File: config.mk
export PLATFORM = sky130hd
export DESIGN_NAME = irq_ctrl
export DESIGN_NICKNAME = d
export VERILOG_FILES = /design/src/rtl/irq_pkg.sv /design/src/rtl/irq_sync.sv /design/src/rtl/irq_ctrl.sv
export SDC_FILE = /design/constraint.sdc
export NUM_CORES = 1
export LEC_CHECK = 0
export CAP_MARGIN = 10
export CORE_MARGIN = 4
export CORE_UTILIZATION = 43
export CTS_CLUSTER_SIZE = 28
export DETAILED_ROUTE_END_ITERATION = 16
export DONT_BUFFER_PORTS = 1
export PLACE_DENSITY = 0.66
export SLEW_MARGIN = 20
export SYNTH_ARGS = -nofsm -noshare
export SYNTH_HDL_FRONTEND = slang
export SYNTH_SLANG_ARGS = --single-unit
export TNS_END_PERCENT = 10
File: constraint.sdc
create_clock -name clk -period 3.2 [get_ports clk]
set_input_delay 0.32 -clock clk [delete_from_list [all_inputs] [get_ports clk]]
set_output_delay 0.32 -clock clk [all_outputs]
set_load 0.02 [all_outputs]
File: src/rtl/irq_pkg.sv
// Shared constants for the interrupt controller: register offsets, source limit, CLAIM "none" code.
package irq_pkg;

  localparam int IRQ_NSRC_MAX = 6;

  // Word offsets, compared against addr[3:2]
  localparam logic [1:0] IRQ_PENDING = 2'd0;
  localparam logic [1:0] IRQ_MASK    = 2'd1;
  localparam logic [1:0] IRQ_EDGE    = 2'd2;
  localparam logic [1:0] IRQ_CLAIM   = 2'd3;

  localparam logic [31:0] IRQ_CLAIM_NONE = 32'd0;

  function automatic logic [31:0] irq_claim_code(input logic hit, input logic [2:0] idx);
    return hit ? ({29'd0, idx} + 32'd1) : IRQ_CLAIM_NONE;
  endfunction

endpackage

File: src/rtl/irq_sync.sv
// Per-bit sample stage (two flops when IRQ_SYNC_EN is defined, else one), delayed copy and rising-edge detect.
module irq_sync #(
  parameter int W = 6
) (
  input  logic         clk,
  input  logic         rst,
  input  logic [W-1:0] src,
  output logic [W-1:0] s,
  output logic [W-1:0] rise
);

  logic [W-1:0] s_d;

`ifdef IRQ_SYNC_EN
  logic [W-1:0] meta;

  always_ff @(posedge clk or negedge rst) begin
    if (!rst) begin
      meta <= '0;
      s    <= '0;
    end else begin
      meta <= src;
      s    <= meta;
    end
  end
`else
  always_ff @(posedge clk or negedge rst) begin
    if (!rst) begin
      s <= '0;
    end else begin
      s <= src;
    end
  end
`endif

  always_ff @(posedge clk or negedge rst) begin
    if (!rst) begin
      s_d <= '0;
    end else begin
      s_d <= s;
    end
  end

  assign rise = s & ~s_d;

endmodule

File: src/rtl/irq_ctrl.sv
// Interrupt controller: synchronised sources -> pending (edge/level) -> mask -> registered hwint, bus-mapped.
// IRQ_SYNC_EN selects a two-flop synchroniser on the source inputs (one flop when undefined).
module irq_ctrl
  import irq_pkg::*;
#(
  parameter int NSRC = 6
) (
  input  logic            clk,
  input  logic            rst,
  input  logic [NSRC-1:0] src,
  input  logic            sel,
  input  logic [3:0]      addr,
  input  logic            we,
  input  logic            re,
  input  logic [3:0]      byteen,
  input  logic [31:0]     wdata,
  input  logic            req,
  output logic [31:0]     rdata,
  output logic [5:0]      hwint
);

  logic [NSRC-1:0] s;
  logic [NSRC-1:0] rise;
  logic [NSRC-1:0] pending;
  logic [NSRC-1:0] mask;
  logic [NSRC-1:0] edge_mode;
  logic [NSRC-1:0] active;
  logic [NSRC-1:0] claim_oh;
  logic [NSRC-1:0] clr;
  logic [NSRC-1:0] pending_nxt;
  logic [2:0]      claim_idx;
  logic            claim_hit;
  logic            wr_en;
  logic            claim_en;
  logic [IRQ_NSRC_MAX-1:0] active_ext;
  logic            unused_bits;

  irq_sync #(.W(NSRC)) u_sync (
    .clk  (clk),
    .rst  (rst),
    .src  (src),
    .s    (s),
    .rise (rise)
  );

  assign active   = pending & mask;
  assign wr_en    = sel & we & byteen[0] & ~req;
  assign claim_en = sel & re & ~req & (addr[3:2] == IRQ_CLAIM);

  // Fixed priority: scan downward so the lowest active index is the last one kept.
  always_comb begin
    claim_hit = 1'b0;
    claim_idx = 3'd0;
    claim_oh  = '0;
    for (int i = NSRC - 1; i >= 0; i--) begin
      if (active[i]) begin
        claim_hit   = 1'b1;
        claim_idx   = 3'(i);
        claim_oh    = '0;
        claim_oh[i] = 1'b1;
      end
    end
  end

  always_comb begin
    clr = '0;
    if (wr_en && addr[3:2] == IRQ_PENDING) begin
      clr = wdata[NSRC-1:0];
    end
    if (claim_en) begin
      clr = clr | claim_oh;
    end
  end

  // Edge sources: a new rising edge beats any clear; level sources simply follow s.
  assign pending_nxt = (edge_mode & ((pending & ~clr) | rise)) | (~edge_mode & s);

  always_comb begin
    active_ext = '0;
    active_ext[NSRC-1:0] = active;
  end

  always_ff @(posedge clk or negedge rst) begin
    if (!rst) begin
      pending   <= '0;
      mask      <= '0;
      edge_mode <= '0;
      hwint     <= '0;
    end else begin
      pending <= pending_nxt;
      hwint   <= active_ext;
      if (wr_en && addr[3:2] == IRQ_MASK) begin
        mask <= wdata[NSRC-1:0];
      end
      if (wr_en && addr[3:2] == IRQ_EDGE) begin
        edge_mode <= wdata[NSRC-1:0];
      end
    end
  end

  always_comb begin
    rdata = '0;
    if (sel) begin
      case (addr[3:2])
        IRQ_PENDING: rdata = {{(32-NSRC){1'b0}}, pending};
        IRQ_MASK:    rdata = {{(32-NSRC){1'b0}}, mask};
        IRQ_EDGE:    rdata = {{(32-NSRC){1'b0}}, edge_mode};
        IRQ_CLAIM:   rdata = irq_claim_code(claim_hit, claim_idx);
        default:     rdata = '0;
      endcase
    end
  end

  assign unused_bits = ^{addr[1:0], byteen[3:1], wdata[31:NSRC]};

endmodule

==> results.toml, run 1 <==
[status]
status = "finished, final reports clean"

[detailed_routing]
routed_wl_um = 3629
ant_nets = 0
drc = 0
dr.pass1.iters = 4
via_count = 1194
routedWlPerCell_um = 16.35
via_per_inst = 5.378
drtIter0Drc = 85

[power_and_ir_drop]
clkPwrFrac_pct = 29.2
cellInternalPower_mw = 0.7722
switching_share_pct = 31.02
combPwrFrac_pct = 18.0
p_leak_nw = 0.8710
finalPower_mw = 1.119
peakVddDrop_uv = 310.4
cellPowerDensity_nw_per_um2 = 602.1
share_seq_of_total_power_pct = 52.8
switchingPower_mw = 0.3472

[logic_synthesis]
ys_top_cells_by_count = "dfrtp_1, buf_4, nand2_1"
synth-seq-cells = 36
syn_avg_cell_area_um2 = 10.84
synth_top_area_cell = "dfrtp_1"
ys_warn_count = 0
synth_edf_count = 0
synthFlopType = "dfrtp_1"
yosysSeqAreaShare_pct = 50.38
async_reset_ff_share_pct = 100.0
synthesis.area_um2 = 1788
synth_cell_types = 33
synth_cells = 165
synth_top_area_share_pct = 50.38
synth.most_common_cell = "dfrtp_1"
ys_top_cells_by_area = "dfrtp_1, buf_4, mux2_2"

[final_layout]
drive_gt1_share_pct = 13.95
diodes = 0
final_nets = 224
instances_no_fill = 222
post-route-util_pct = 46.48
syn_to_final_growth_pct = 3.989

[global_route]
grt_max_degree = 37
gr-usage-met2_pct = 21.74
grt_overflow_total = 0
grt_pass1_vias = 1210
grt_pass1_wl_um = 5802
grtUsageMet3_pct = 5.679
grt-busiest-layer = "met2"
grt_use_total_pct = 14.77
gr-usage-met1_pct = 18.35
antenna_found_initial = 0

[sta]
final_hold_viol_count = 0
timing.final.crit_period_ns = 2.626
timing.fmax_ghz = 0.3809
setup_viol = 0
worstMarginPinSlew_ns = 0.5231
rsz0062_at_grt = "false"
clock_skew_ns = 0.005147
slew_headroom_pct = 65.24
timing.hold.ws_ns = 0.05461
maxSlewViolCount = 0
tns_ns = 0
period_share_pct = 82.05

[worst_hold_path]
holdCritPathClass = "input port to flip-flop"
whs_path_depth = 0

[placement]
dp_cells = 212
place.port_buffers = 0
routabilityCongestion = 0.7733
dpl.hpwl_um = 2735

[critical_path]
crit_type = "flip-flop to primary output"
arrival_ns = 2.31
crit_fanout = 4
cp.required_ns = 2.88
reg2reg_slack_ns = 1.65
reg2reg_depth = 4
critPathCaptureType = "primary output"
worstSetupStartpointType = "flip-flop"

[floorplan]
die_y_um = 72.49
fp.dieW_um = 72.49
placementRows = 23
io_pins = 90
initial_core_util_pct = 44.70
core_um2 = 4000
dieArea_um2 = 5254

[run]
drv_cap = 0

[clock_network]
clockBufferDepth = 2
clk_latency_ns = 0.29
cts_made_buffers = 5
cts_setup_buffers = 0
clkTransAtPathRegs_ns = 0.07
clockRootBuffer = "clkbuf_8"
cts_tree = "done"
cts_sinks = 36
ctsHtreeMaxLevel = 2
==> power groups by stage <==
stage | clock network [mW] | logic (mW) | registers, mW
after floorplan | 0 | 0.189 | 0.583
after global placement | 0 | 0.180 | 0.594
after detailed placement | 0 | 0.189 | 0.599
after CTS | 0.331 | 0.202 | 0.591
after global routing | 0.360 | 0.228 | 0.600
final | 0.327 | 0.202 | 0.591
==> registers in the layout (all words and copies together), names as in the netlist <==
name / count
edge_mode: 6
hwint: 6
mask: 6
pending: 6
u_sync.s: 6
u_sync.s_d: 6
==> metrics by stage <==
step	setup WS, ns	cell area, µm²
after floorplan	1.196	1882
after global routing	0.4159	1859
after detailed placement	0.9057	1739
after global placement	0.9929	1739
final	0.5745	1859
after CTS	0.5773	1859
==> cell families after synthesis <==
| logic type | share of synthesized area [%] |
|---|---|
| simple gates | 14.07 |
| compound gates | 14.14 |
| buf+inv | 13.16 |
| flops | 50.38 |
| mux | 7.348 |
| fa+ha+maj | 0.6997 |
| other cells | 0.2097 |
==> cell usage in the layout, fill, tap and decap left out, types with 2 or more instances in the layout <==
master / Yosys / routed
o21ai_0: 9 / 9
inv_1: 8 / 8
mux2_2: 9 / 9
nor2_1: 4 / 4
a22o_1: 4 / 4
mux2i_1: 3 / 3
nand2_1: 21 / 21
a22oi_1: 3 / 3
and2_2: 3 / 3
dfrtp_1: 36 / 36
a221oi_1: 2 / 2
clkbuf_1: 0 / 2
nor3_4: 2 / 2
a21oi_1: 10 / 10
o31ai_1: 3 / 3
a32o_1: 2 / 2
clkbuf_8: 0 / 6
conb_1: 1 / 26
and2_1: 2 / 2
nand3_1: 2 / 2
==> metal layers <==
layer	up-vias	share of wire, %
met5	-	0
met4	0	2.9
met3	11	11
met2	68	45
met1	576	41
li1	539	-
==> worst paths after layout <==
kind / startpoint / end
max: pending[3] / rdata[2]
min: src[3] / u_sync.s[3]
max reg2reg: mask[1] / pending[4]
min reg2reg: u_sync.s[2] / u_sync.s_d[2]
max in group asynchronous: rst / u_sync.s_d[1]
min in group asynchronous: rst / u_sync.s_d[3]
==> worst max-delay path, stage by stage, from the launching register on <==
cell and delay [ns]:
dfrtp_1 0.40, and2_1 0.20, a211oi_1 0.30, nor2_1 0.10
ha_1 0.21, nor3b_1 0.22, o21ai_0 0.13, a21oi_1 0.46
==> cell type report <==
cell class / instances / area, µm²
Fill cell: 391 / 2141
Multi-Input combinational cell: 118 / 745.7
Timing Repair Buffer: 2 / 30.03
Clock buffer: 8 / 90.09
Tap cell: 50 / 62.56
Sequential cell: 36 / 900.9
Inverter: 8 / 30.03
==> what timing repair did <==
action | CTS | global route
hold endpoints to repair | 36 | 0
gates resized for setup | 0 | 0
endpoints found under the setup margin | 0 | 0
hold buffers | 2 | 0
(Power assumes the default switching activity.)
==> run 2, diff against run 1 <==
--- a/config.mk
+++ b/config.mk
@@ -5,13 +5,14 @@
 export SDC_FILE = /design/constraint.sdc
 export NUM_CORES = 1
 export LEC_CHECK = 0
+export ABC_AREA = 1
 export CAP_MARGIN = 10
 export CORE_MARGIN = 4
 export CORE_UTILIZATION = 43
 export CTS_CLUSTER_SIZE = 28
 export DETAILED_ROUTE_END_ITERATION = 16
 export DONT_BUFFER_PORTS = 1
-export PLACE_DENSITY = 0.66
+export PLACE_DENSITY = 0.68
 export SLEW_MARGIN = 20
 export SYNTH_ARGS = -nofsm -noshare
 export SYNTH_HDL_FRONTEND = slang
==> constraint.sdc (replaced) <==
create_clock -name clk -period 2.3 [get_ports clk]
set_input_delay 0.23 -clock clk [delete_from_list [all_inputs] [get_ports clk]]
set_output_delay 0.23 -clock clk [all_outputs]
set_load 0.02 [all_outputs]
==> run 2 against run 1 <==
Area after synthesis grew 4.8%. Cell area grew 7.6%. Clock power is 46% higher. Combinational power is 42% higher. Non-clock buffer count grew 6. Global-route usage decreased by 0.70 points. Clock skew down 0.00091 ns. Critical path type unchanged. Critical endpoint unchanged. Highest routed layer unchanged.
==> results.toml, run 2 <==
[global_route]
grt_use_total_pct = 14.07
antenna_found_initial = 0
grt_pass1_vias = 1291
grt_pass1_wl_um = 5782
grt_overflow_total = 0
grt_max_degree = 37

[critical_path]
crit_family = "simple AND/OR/NAND/NOR gates"
worstSetupStartpointType = "flip-flop"
critPathCaptureType = "primary output"
path_buf_inv = 2
path_common_cell = "nand2_1"
crit_type = "flip-flop to primary output"
slowest_stage = "dfrtp_1"
cp.required_ns = 2.07
crit_fanout = 5
path_cells = "nand2_1 -> nand2_1 -> nand3_1 -> nand2_1 -> inv_1 -> ha_1 -> inv_1 -> o21ai_0 -> nand2_1 -> nor2_1 -> nor2_1 -> nor2_2"
max_stage_delay_ns = 0.40
arrival_ns = 1.90

[power_and_ir_drop]
combPwrFrac_pct = 18.5
cellInternalPower_mw = 1.069
cellPowerDensity_nw_per_um2 = 773.1
clkPwrFrac_pct = 31.0
p_leak_nw = 1.070
switching_share_pct = 30.88
finalPower_mw = 1.547
switchingPower_mw = 0.4777
peakVddDrop_uv = 366.2
share_seq_of_total_power_pct = 50.5

[status]
status = "finished, final reports clean"

[sta]
worstMarginPinSlew_ns = 0.5124
setup_viol = 0
final_hold_viol_count = 0
fin_ws_ns = 0.1673
period_share_pct = 92.73
timing.final.crit_period_ns = 2.133
slew_headroom_pct = 65.95
tns_ns = 0
timing.fmax_ghz = 0.4689
clock_skew_ns = 0.004238
maxSlewViolCount = 0

[logic_synthesis]
synth.most_common_cell = "nand2_1"
ys_warn_count = 0
syn_avg_cell_area_um2 = 8.325
async_reset_ff_share_pct = 100.0
yosysSeqAreaShare_pct = 48.10
synth_edf_count = 0
synth-seq-cells = 36
ys_top_cells_by_count = "nand2_1, dfrtp_1, buf_4"
ys_top_cells_by_area = "dfrtp_1, nand2_1, buf_4"
synth_cells = 225
synth_top_area_share_pct = 48.10
synth_cell_types = 24
synth_top_area_cell = "dfrtp_1"
synthFlopType = "dfrtp_1"
synthesis.area_um2 = 1873

[detailed_routing]
via_count = 1312
via_per_inst = 4.571
dr.pass1.iters = 4
drc = 0
drtIter0Drc = 115
routedWlPerCell_um = 12.46
ant_nets = 0
routed_wl_um = 3577

[floorplan]
die_y_um = 74
core_um2 = 4115
dieArea_um2 = 5476
initial_core_util_pct = 45.52
fp.dieW_um = 74
placementRows = 23
io_pins = 90

[clock_network]
ctsHtreeMaxLevel = 2
clkTransAtPathRegs_ns = 0.07
cts_setup_buffers = 0
cts_tree = "done"
clockBufferDepth = 2
cts_sinks = 36
clockRootBuffer = "clkbuf_8"
cts_made_buffers = 5
clk_latency_ns = 0.29

[placement]
dpl.hpwl_um = 2649
dpl-instance-area_um2 = 1812
routabilityCongestion = 0.8757
place.port_buffers = 0
dp_slack_ns = 0.4053

[final_layout]
diodes = 0
layout_common_cells = "nand2_1, dfrtp_1, conb_1"
drive_gt1_share_pct = 14.35
seq_area_um2 = 900.9
post-route-cell-area_um2 = 2001
fill_cells = 404
syn_to_final_growth_pct = 6.814
post-route-util_pct = 48.62
mostFrequentLayoutCell = "nand2_1"
multi_input_area_um2 = 740.7
final_nets = 290

[worst_hold_path]
holdCritPathClass = "input port to flip-flop"

[run]
drv_cap = 0
-- run 2: cell type report --
class	instances	area share (%)
Timing Repair Buffer	8	4.503
Inverter	29	5.503
Multi-Input combinational cell	157	37.02
Sequential cell	36	45.03
Clock buffer	7	4.816
Tap cell	50	3.127
-- run 2: what timing repair did --
action	CTS	global route
setup endpoints to repair	0	1
endpoints found under the hold margin	42	0
hold buffers	8	0
gates resized for setup	0	1
-- run 2: power groups by stage --
stage	combinational, mW	sequential [mW]	clock (mW)
floorplan	0.263	0.777	0
global placement	0.254	0.791	0
detailed placement	0.260	0.793	0
CTS	0.288	0.781	0.491
global route	0.332	0.791	0.516
finish	0.286	0.782	0.479
-- run 2: cell families (layout without fill, tap and decap cells) --
logic type / after synthesis / after routing / share of synthesized area (%)
flip-flops: 36 / 36 / 48.10
AO/OA/AOI/OAI: 23 / 23 / 8.750
other: 1 / 26 / 0.2002
adder cells (fa/ha/maj): 1 / 1 / 0.6679
buffers and inverters: 57 / 44 / 17.50
AND/OR/NAND/NOR: 107 / 107 / 24.78
-- run 2: final timing paths --
check / startpoint / endpoint / slack [ns] / cells after the start
worst max-delay path: mask[2] / rdata[2] / 0.17 / 12
worst min-delay path: wdata[0] / pending[0] / 0.11 / 3
worst max register to register: mask[0] / pending[1] / 1.04 / 6
worst min register to register: u_sync.s[0] / u_sync.s_d[0] / 0.38 / 0
max in group asynchronous: rst / u_sync.s_d[3] / 1.74 / 2
min in group asynchronous: rst / u_sync.s_d[4] / 0.38 / 2
-- run 2: per-stage QoR --
stage / cells / hold WS, ns
2_1_floorplan: 250 / -0.06559
4_1_cts: 287 / 0.1108
3_5_place_dp: 272 / -0.06461
6_report: 287 / 0.1140
3_3_place_gp: 272 / -0.06461
5_1_grt: 287 / 0.1148
-- run 2: worst register-to-register path: cells and delay by family, from the launching register on --
| kind | cells | cell delay, ns |
|---|---|---|
| and+or+nand+nor | 5 | 0.68 |
| DFF | 1 | 0.39 |
| buffers and inverters | 1 | 0.09 |
-- run 2: layer usage --
metal	wire (µm)	global-route usage, %	vias up	share of wire (%)
li1	-	-	660	-
met1	1485	16.42	586	42
met2	1662	21.75	58	46
met3	372	6.486	8	10
met4	56	7.243	0	1.6
met5	0	0	-	0
